## config.mk

```make
export PLATFORM = sky130hd
export DESIGN_NAME = pixel_fb_writer
export DESIGN_NICKNAME = d
export VERILOG_FILES = /design/src/rtl/fb_pkg.sv /design/src/rtl/fb_addr_calc.sv /design/src/rtl/pixel_fb_writer.sv
export SDC_FILE = /design/constraint.sdc
export NUM_CORES = 1
export LEC_CHECK = 0
export ABC_AREA = 1
export BUFFER_PORTS_ARGS = -buffer_cell sky130_fd_sc_hd__buf_2
export CORE_ASPECT_RATIO = 0.6
export CORE_MARGIN = 2
export CORE_UTILIZATION = 50
export DETAILED_ROUTE_END_ITERATION = 16
export PLACE_DENSITY = 0.87
export SLEW_MARGIN = 40
export SYNTH_ARGS = -nofsm -noshare
export SYNTH_HDL_FRONTEND = slang
export SYNTH_SLANG_ARGS = --single-unit
```

## constraint.sdc

```tcl
create_clock -name aclk -period 2.31 [get_ports aclk]
set_input_delay 0.1155 -clock aclk [delete_from_list [all_inputs] [get_ports aclk]]
set_output_delay 0.1155 -clock aclk [all_outputs]
set_load 0.01 [all_outputs]
```

## src/rtl/fb_pkg.sv

```systemverilog
// Shared types and defaults for the pixel framebuffer writer.
package fb_pkg;

  localparam int unsigned H_RES_DEFAULT = 320;
  localparam int unsigned V_RES_DEFAULT = 180;

  typedef enum logic [1:0] {
    StIdle,
    StWrite,
    StDone
  } fb_state_e;

  typedef struct packed {
    logic [7:0] r;
    logic [7:0] g;
    logic [7:0] b;
  } rgb888_t;

endpackage

```

## src/rtl/fb_addr_calc.sv

```systemverilog
// Registered coordinate-to-linear-address conversion (one cycle latency).
module fb_addr_calc #(
  parameter int unsigned H_RES = 320,
  parameter int unsigned PIX_W = 17
) (
  input  logic             clk,
  input  logic             rst,
  input  logic             en,
  input  logic [10:0]      hcount,
  input  logic [9:0]       vcount,
  output logic [PIX_W-1:0] addr
);

  logic [PIX_W-1:0] lin;

  // Only in-range coordinates are ever enabled, so truncation cannot lose bits.
  assign lin = PIX_W'(32'(vcount) * H_RES + 32'(hcount));

  always_ff @(posedge clk or posedge rst) begin
    if (rst) begin
      addr <= '0;
    end else if (en) begin
      addr <= lin;
    end
  end

endmodule

```

## src/rtl/pixel_fb_writer.sv

```systemverilog
// Writes an RGB888 pixel stream into a framebuffer BRAM, tracking frame sync.
// Optional FB_DOUBLE_BUFFER_EN: bank bit in fb_addr MSB, toggled once per frame.
module pixel_fb_writer
  import fb_pkg::*;
#(
  parameter int unsigned H_RES  = H_RES_DEFAULT,
  parameter int unsigned V_RES  = V_RES_DEFAULT,
  parameter int unsigned ADDR_W = 17
) (
  input  logic              aclk,
  input  logic              areset,
  input  logic [23:0]       pixel_axis_tdata,
  input  logic              pixel_axis_tvalid,
  output logic              pixel_axis_tready,
  input  logic [10:0]       hcount_in,
  input  logic [9:0]        vcount_in,
  output logic              fb_we,
  output logic [ADDR_W-1:0] fb_addr,
  output logic [23:0]       fb_wdata,
  output logic              fb_bank,
  output logic              frame_done,
  output logic [15:0]       frame_count,
  output logic [7:0]        sync_err_count
);

`ifdef FB_DOUBLE_BUFFER_EN
  localparam int unsigned PIX_W = ADDR_W - 1;
`else
  localparam int unsigned PIX_W = ADDR_W;
`endif

  fb_state_e        state_q, state_d;
  logic             accept, in_range, at_origin, at_last;
  logic             write_req, sync_err_inc;
  logic             progress_q, progress_d;
  logic             we_q;
  rgb888_t          wdata_q;
  logic [15:0]      frame_count_q;
  logic [7:0]       sync_err_q;
  logic [PIX_W-1:0] pix_addr;

  assign pixel_axis_tready = ~areset & (state_q != StDone);
  assign accept    = pixel_axis_tvalid & pixel_axis_tready;
  assign in_range  = (32'(hcount_in) < H_RES) && (32'(vcount_in) < V_RES);
  assign at_origin = (hcount_in == '0) && (vcount_in == '0);
  assign at_last   = (32'(hcount_in) == H_RES - 1) && (32'(vcount_in) == V_RES - 1);

  // progress_q marks that the current frame already has pixels, so a new (0,0) is a resync.
  always_comb begin
    state_d      = state_q;
    progress_d   = progress_q;
    write_req    = 1'b0;
    sync_err_inc = 1'b0;
    unique case (state_q)
      StIdle: begin
        if (accept && at_origin) begin
          write_req  = 1'b1;
          progress_d = 1'b1;
          state_d    = StWrite;
        end
      end
      StWrite: begin
        if (accept && in_range) begin
          write_req  = 1'b1;
          progress_d = 1'b1;
          if (at_origin && progress_q) sync_err_inc = 1'b1;
          if (at_last) state_d = StDone;
        end
      end
      StDone: begin
        progress_d = 1'b0;
        state_d    = StWrite;
      end
      default: state_d = StIdle;
    endcase
  end

  always_ff @(posedge aclk or posedge areset) begin
    if (areset) begin
      state_q       <= StIdle;
      progress_q    <= 1'b0;
      we_q          <= 1'b0;
      wdata_q       <= '0;
      frame_count_q <= '0;
      sync_err_q    <= '0;
    end else begin
      state_q    <= state_d;
      progress_q <= progress_d;
      we_q       <= write_req;
      if (write_req) wdata_q <= rgb888_t'(pixel_axis_tdata);
      if (state_q == StDone) frame_count_q <= frame_count_q + 16'd1;
      if (sync_err_inc && (sync_err_q != 8'hFF)) sync_err_q <= sync_err_q + 8'd1;
    end
  end

  fb_addr_calc #(
    .H_RES(H_RES),
    .PIX_W(PIX_W)
  ) u_addr_calc (
    .clk   (aclk),
    .rst   (areset),
    .en    (write_req),
    .hcount(hcount_in),
    .vcount(vcount_in),
    .addr  (pix_addr)
  );

`ifdef FB_DOUBLE_BUFFER_EN
  logic bank_q;

  // The bank flips at the end of DONE, after the frame's last write has used the old bank.
  always_ff @(posedge aclk or posedge areset) begin
    if (areset) begin
      bank_q <= 1'b0;
    end else if (state_q == StDone) begin
      bank_q <= ~bank_q;
    end
  end

  assign fb_bank = bank_q;
  assign fb_addr = {bank_q, pix_addr};
`else
  assign fb_bank = 1'b0;
  assign fb_addr = pix_addr;
`endif

  assign fb_we          = we_q;
  assign fb_wdata       = wdata_q;
  assign frame_done     = (state_q == StDone);
  assign frame_count    = frame_count_q;
  assign sync_err_count = sync_err_q;

endmodule
```

======== Word level (Yosys, flattened, before mapping) ========
Index checks and enable logic that the tools add are counted.
cells by class
  $add $sub $neg .......................... 3
  multipliers ............................. 1
  order comparisons ....................... 2
  eq/ne operators ......................... 9
  mux-type cells .......................... 13
  bitwise logic cells ..................... 3
  reductions and logical operators ........ 13
operators with widths
  cell                     number
  $add A17 B11 Y17         1
  $add A16 B1 Y16 const B  1
  $eq A11 B9 Y1 const B    1
  $logic_not A11 Y1        1
  $lt A11 B9 Y1 const B    1
  $mul A10 B3 Y11 const B  1
  $eq A10 B8 Y1 const B    1
  $logic_not A10 Y1        1
  $lt A10 B8 Y1 const B    1
  $add A8 B1 Y8 const B    1
  $ne A2 B2 Y1 const B     4
  $ne A8 B8 Y1 const B     1
  $logic_and A1 B1 Y1      7
  $mux W1                  7
  $mux W2                  3
  $pmux W2 S3              1
  $reduce_and A3 Y1        2
  $pmux W1 S3              1
  $reduce_bool A3 Y1       1
  $and A1 B1 Y1            2
  $eq A2 B1 Y1 const B     1
  $eq A2 B2 Y1 const B     1
  $logic_not A2 Y1         1
  $pmux W1 S2              1
  $not A1 Y1               1
storage, ports and cells
  bits in registers ....................... 69
  bits of input ports ..................... 48
  output and inout port bits .............. 69
  logic and storage cells ................. 53

======== Depth between registers and ports, before layout ========
Gate-level depths: netlist of run 1.
  word-level depth ........................ 7
  depth in mapped cells ................... 14
  depth with buffers taken out ............ 14

======== Modules after synthesis ========
A second synthesis of run 1 with hierarchy kept.
second synthesis, totals
  cells, all modules ...................... 507
  area, all modules ....................... 4013.8 µm²
modules (own cells, without submodules)
  module           times used  cells an instance  area each (µm²)  seq. area each (µm²)
  pixel_fb_writer  1           319                2640.0           1301.2
  fb_addr_calc     1           188                1373.8           425.4

======== Worst setup path after synthesis of run 1 ========
No wires, ideal clock.
  path kind ............................... in2reg
  start ................................... in vcount_in[1]
  end ..................................... reg u_addr_calc.addr[15]
  library setup time ...................... 0.117 ns
  data arrival time ....................... 2.060 ns
  data required time ...................... 2.193 ns
  setup slack ............................. 0.133 ns
  cell stages on the path ................. 13
  path buffers ............................ 0
  path through ............................ ha_1 > ha_1 > fa_1 > ha_1 > nand2_1 > inv_1 > nand4_1 > nand3_1 > nand2_1 > nor2_1 > nand3_1 > nand3_1 > nand2_1
between the ends
  cells in the longest elaborated chain, start to end .. 5
  elaborated cells on any way between the ends .. 11
  classes of those cells .................. 1 x add/sub; 1 x mul; 1 x order compare; 3 x mux; 5 x reduce/logical
RTL lines
  item                                                                      line                   RTL
  start: declaration                                                        pixel_fb_writer.sv:16  input logic [9:0] vcount_in,
  parallel branches: the longest is 5 deep, another holds $add A17 B11 Y17  -
  end signal: assignment                                                    fb_addr_calc.sv:23     addr <= lin;
  end: declaration                                                          fb_addr_calc.sv:11     output logic [PIX_W-1:0] addr
Several ways; the timed one is not identified.
A chain may end at the register's enable or synchronous reset.

======== Final worst setup path of run 1 ========
Same ends and word-level chain as after synthesis.

==> results of run 1 <==
[layout make-up]
class | instances | area (µm²)
fill | 669 | 2745
tap | 108 | 135.1
sequential | 69 | 1727
clock buffer | 9 | 225.2
clock inverter | 7 | 66.31
multi-input combinational | 382 | 2078
inverter | 46 | 182.7
timing repair buffer | 130 | 723.2
[cells by family (layout without fill, tap and decap cells)]
family / count (synthesis) / in the layout / share of synthesized area, %
buf+inv: 55 / 192 / 6.722
fa+ha+maj: 24 / 24 / 7.735
flops: 69 / 69 / 42.36
other cells: 1 / 1 / 0.09199
compound gates: 16 / 16 / 2.640
xor+xnor: 26 / 26 / 5.586
simple gates: 315 / 315 / 34.87
[sequential cells by signal, summed over array words and instances, names as in the netlist]
name	flops
sync_err_count	8
fb_wdata	24
u_addr_calc.addr	17
fb_we	1
progress_q	1
frame_count	16
state_q	2
[path summary, 6_finish.rpt]
check,slack [ns],endpoint,cells after the start,startpoint
worst max-delay path,0.19,u_addr_calc.addr[15],14,vcount_in[1]
worst min-delay path,0.005,fb_wdata[22],3,pixel_axis_tdata[22]
worst max register to register,0.42,fb_wdata[12],10,state_q[0]
worst min register to register,0.46,fb_wdata[10],2,fb_wdata[10]
max in group asynchronous,1.25,fb_wdata[23],4,areset
min in group asynchronous,0.44,sync_err_count[3],3,areset
[timing repair]
action	in CTS	in global routing
gates resized for setup	0	1
hold buffers	8	1
endpoints found under the hold margin	30	1
setup endpoints to repair	0	1
[cell usage in the layout (no fill, tap or decap), drive strengths merged, types with 3 or more instances in the layout]
cell type,Yosys,routed
clkbuf,0,9
a21oi,5,5
xor2,13,13
xnor2,13,13
nor3,7,7
inv,45,45
ha,22,22
dlygate4sd3,0,9
buf,9,121
nand3,36,36
nor2,39,39
nand4,15,15
clkinv,1,6
o21ai,6,6
nand3b,3,3
nand2,212,212
dfrtp,69,69
[worst register-to-register path, delay by kind of cell, from the launching register on]
family	cells	cell delay, ns
flops	1	0.41
buf+inv	2	0.15
simple gates	7	1.14
compound gates	1	0.12
[routing by layer]
metal  vias up  global-route usage (%)
met2       109                   37.79
met5         -                       0
met3         9                   6.212
met1      1721                   29.20
met4         0                   5.426
li1       1868                       -
[power by group]
part	switching (mW)	total, mW	internal, mW
sequential	0.0693	1.41	1.34
clock	0.488	1.32	0.828
combinational	0.428	0.730	0.302
total	0.985	3.45	2.47
==> metrics.txt, run 1 <==
Hold Violations, Final=0; sequence of cells on the critical path=buf_2, ha_1, ha_1, fa_1, ha_1, nand2_1, inv_1, nand4_1, nand3_1, nand2_1, nor2_2, nand3_1, nand3_1, nand2_1; PnR Total Power=3.452 mW; worst clock skew=between 0.003 and 0.004 ns; number of buffers created by CTS=9; number of sinks driven by the clock tree=69; kind of cell adding the most delay to the critical path=adder cells; gate count of the mapped netlist=roughly 500; transition time of the tightest slew-check pin=between 0.5 and 0.6 ns; clk_lat worst skew=0.32 ns; number of design-rule violations left by the first detailed-router iteration=189; max-slew headroom at the worst pin=61.62%; Initial Utilization=51.71%; mean cell area of the mapped netlist=8.056 µm²; combined area of all synthesized cells=around 4100 µm²; timing-limited maximum frequency=472.8 MHz; Most used DFF post-synth=sky130_fd_sc_hd__dfrtp_1; final antenna diode count=0; data arrival time of the worst path=2.32 ns; synthesized flop and latch total=69; largest cells by area after synthesis=sky130_fd_sc_hd__dfrtp_1 (42%), sky130_fd_sc_hd__nand2_1 (19%), sky130_fd_sc_hd__ha_1 (6.8%), sky130_fd_sc_hd__nand3_1 (3.8%), sky130_fd_sc_hd__inv_1 (3.8%); number of max-slew violations in the final report=0; CP required=2.52 ns; via count=3707; most instantiated cells after synthesis=sky130_fd_sc_hd__nand2_1 (206), sky130_fd_sc_hd__dfrtp_1 (69), sky130_fd_sc_hd__inv_1 (41); ratio of routed vias to standard cells=~4.9; placed cells=approximately 730; area of the die=approximately 8900 µm²; utilization of the core after routing=65.17%; final non-filler cell total=751; hold slack=between 0.005 and 0.006 ns; Worst VDD drop=0.0004957 V; cell type of the slowest stage on the worst timing path=sky130_fd_sc_hd__fa_1; number of buffer and inverter stages on the critical path=2; worst hold-check path type=primary input to register; Post-DP Area=4753 µm²; residual overflow from global routing=0; sequential area share after synthesis=between 40% and 50%; setup violation total in the final timing report=0; I/O pins=117; width of the die=120.6 µm; count of synthesis-stage warnings from yosys=0; outcome=finished, final reports clean; floorplan die height=73.94 µm; CTS tree=yes; Crit Path Class=primary input to register; post-synthesis cell type with the largest combined area=sky130_fd_sc_hd__dfrtp_1; highest routed metal layer=met4; antenna violations before repair=0; final non-filler cell area=between 5000 and 6000 µm²; MaxCap Viol Count=0; Static Leak=2.955 nW; aggregate global-route resource usage=between 20% and 30%; Worst path max stage delay=0.44 ns; Cell Pwr Density=672.0 nW/µm²; routed wire length=9683 µm; share of post-route cells with drive strength above 1=26.59%; global-route wire length before repair=15970 µm; number of buffer cells added on primary ports=between 100 and 150; library cell with the highest instance count after synthesis=sky130_fd_sc_hd__nand2_1; CTS Root Buffer Type=sky130_fd_sc_hd__clkbuf_16; highest net fanout along the worst path=4; detailed-router iteration count before antenna repair=4; routability congestion estimate=0.9353; unrepaired setup endpoints after global routing=no; remaining routing DRC violations=0; period utilisation layout=91.57%; setup slack at placement=-0.1451 ns; net count after synthesis=about 580; clock tree buffer depth=2; Setup TNS=0 ns; vias in the first global route=3522; remaining antenna violation count after routing=0; final setup margin=between 0.15 and 0.2 ns; Synth top area share=42.36%; half-perimeter wire length after placement=7376 µm; met2 WL post-DR=4469 µm; Reg clk slew, reported paths=roughly 0.05 ns; final critical-path required period=2.115 ns; Routed met1 length=4541 µm; Final #Nets=710; P&R area growth vs syn=26.03%; pin count of the biggest net entering global routing=47; endpoint type of the worst setup path=register; async set or reset register ratio after synthesis=between 90% and 100%; CTS H-Tree Depth=3; distinct cell type count of the synthesized netlist=37; kind of start point of the critical path=primary input; number of setup buffers added after CTS=0; standard-cell rows=25; Post-synth EDFFs=0; core area=between 7000 and 8000 µm²; routed wire length on met3=594 µm; post-detailed-route wirelength per cell=roughly 13 µm
Power figures use the tool's default switching activity.
==> inputs of run 2 (changes only) <==
CELL_PAD_IN_SITES_DETAIL_PLACEMENT = 1   (was unset)
CELL_PAD_IN_SITES_GLOBAL_PLACEMENT = 2   (was unset)
CORE_UTILIZATION = 30   (was 50)
PLACE_DENSITY = 0.91   (was 0.87)
==> metrics.txt, run 2 (synthesized netlist as in run 1, its figures left out) <==
post-detailed-route wirelength per cell=14.11 µm; sequence of cells on the critical path=buf_2, ha_1, ha_1, fa_1, ha_1, nand2_1, inv_1, nand4_1, nand3_1, nand2_1, nor2_2, nand3_1, nand3_1, nand2_1; Worst path max stage delay=0.43 ns; transition time of the tightest slew-check pin=0.6116 ns; most common library cell in the layout ignoring fill and taps=sky130_fd_sc_hd__nand2_1; kind of start point of the critical path=primary input; kind of cell adding the most delay to the critical path=adder cells; number of buffer and inverter stages on the critical path=2; timing-limited maximum frequency=around 470 MHz; Static Leak=3.007 nW; share of post-route cells with drive strength above 1=26.26%; routed wire length=around 12000 µm; remaining routing DRC violations=0; max-slew headroom at the worst pin=around three fifths; endpoint type of the worst setup path=register; CTS H-Tree Depth=3; half-perimeter wire length after placement=9136 µm; residual overflow from global routing=0; area of the die=14570 µm²; worst hold-check path type=primary input to register; unrepaired setup endpoints after global routing=no; vias in the first global route=3917; outcome=finished, final reports clean; CTS Root Buffer Type=sky130_fd_sc_hd__clkbuf_16; final critical-path required period=roughly 2.1 ns; routability congestion estimate=0.8043; Reg clk slew, reported paths=roughly 0.050 ns; number of buffers created by CTS=9; CTS tree=yes; cell type of the slowest stage on the worst timing path=sky130_fd_sc_hd__fa_1; Crit Path Class=primary input to register; Worst VDD drop=0.0003558 V; most frequent cells in the layout=sky130_fd_sc_hd__nand2_1 (206), sky130_fd_sc_hd__buf_2 (115), sky130_fd_sc_hd__dfrtp_1 (69); Final #Nets=723; detailed-router iteration count before antenna repair=4; data arrival time of the worst path=2.34 ns; ratio of routed vias to standard cells=4.619; Cell Pwr Density=~660 nW/µm²; final antenna diode count=0; number of setup buffers added after CTS=0; global-route wire length before repair=19230 µm; CP required=2.52 ns; number of flip-flops under the largest register name=24; Hold Violations, Final=0; Initial Utilization=31.23%; number of design-rule violations left by the first detailed-router iteration=about 100; highest net fanout along the worst path=4; core area=13050 µm²; setup violation total in the final timing report=0; antenna violations before repair=0; number of max-slew violations in the final report=0; clock tree buffer depth=2; utilization of the core after routing=approximately two fifths; Setup TNS=0 ns; via count=between 3000 and 4000; clk_lat worst skew=0.33 ns; number of buffer cells added on primary ports=115; P&R area growth vs syn=30.97%; aggregate global-route resource usage=16.79%; floorplan die height=94.30 µm; period utilisation layout=between 90% and 100%; MaxCap Viol Count=0; number of sinks driven by the clock tree=69; I/O pins=117; width of the die=154.5 µm; pin count of the biggest net entering global routing=between 40 and 50; standard-cell rows=32; worst clock skew=between 0.006 and 0.007 ns; remaining antenna violation count after routing=0
==> run 2: cell type report <==
class	instances	area, µm²
clock buffers	9	225.2
clock inverters	6	65.06
fillers	1639	7714
inverters	46	182.7
multi-input cells	382	2078
flip-flops and latches	69	1727
well taps	170	212.7
repair buffers	143	848.3
==> run 2: per-stage QoR <==
stage / setup WS [ns] / cells / total power [mW] / area (µm²) / hold WS, ns
floorplan: 0.1327 / 506 / 1.854 / 4076 / 0.2321
finish: 0.1795 / 825 / 3.521 / 5339 / 0.01431
global placement: -0.1207 / 790 / 2.148 / 4846 / 0.2637
global route: 0.02216 / 825 / 3.746 / 5339 / 0.01145
detailed placement: -0.2008 / 790 / 2.179 / 4846 / 0.2726
CTS: 0.1454 / 824 / 3.579 / 5326 / 0.001729
==> run 2: power breakdown <==
group          internal, mW  switching, mW
logic                 0.321          0.450
clock network         0.829          0.516
registers              1.34         0.0684
==> run 2: worst register-to-register path, stage by stage (launching register included) <==
cell,delay [ns]
sky130_fd_sc_hd__dfrtp_1,0.41
sky130_fd_sc_hd__inv_2,0.07
sky130_fd_sc_hd__nand2_4,0.12
sky130_fd_sc_hd__inv_4,0.08
sky130_fd_sc_hd__nor2_8,0.08
sky130_fd_sc_hd__nand2_2,0.10
sky130_fd_sc_hd__nor2_1,0.10
sky130_fd_sc_hd__o2111ai_1,0.13
sky130_fd_sc_hd__nand2_2,0.49
sky130_fd_sc_hd__nand2_1,0.15
sky130_fd_sc_hd__nand2_1,0.11
==> run 2: what timing repair did <==
item / in CTS / in global routing
endpoints found under the setup margin: 0 / 1
gates resized for setup: 0 / 1
hold endpoints to repair: 42 / 1
hold buffers: 19 / 1
==> run 2: final timing paths <==
check,start,to,slack [ns],cells after the start
setup reg to reg,state_q[0],fb_wdata[12],0.41,10
setup / recovery,vcount_in[1],u_addr_calc.addr[15],0.18,14
max in group asynchronous,areset,fb_wdata[13],1.22,4
min in group asynchronous,areset,sync_err_count[1],0.44,3
hold / removal,pixel_axis_tdata[17],fb_wdata[17],0.01,3
hold reg to reg,fb_wdata[15],fb_wdata[15],0.47,2
==> run 2: routing by layer <==
metal / part of all wire (%) / wire [µm] / track usage (%)
met2: 45 / 5287 / 27.72
met1: 50 / 5797 / 22.36
met3: 3.8 / 444 / 4.197
met4: 0.93 / 108 / 3.781
met5: 0 / 0 / 0
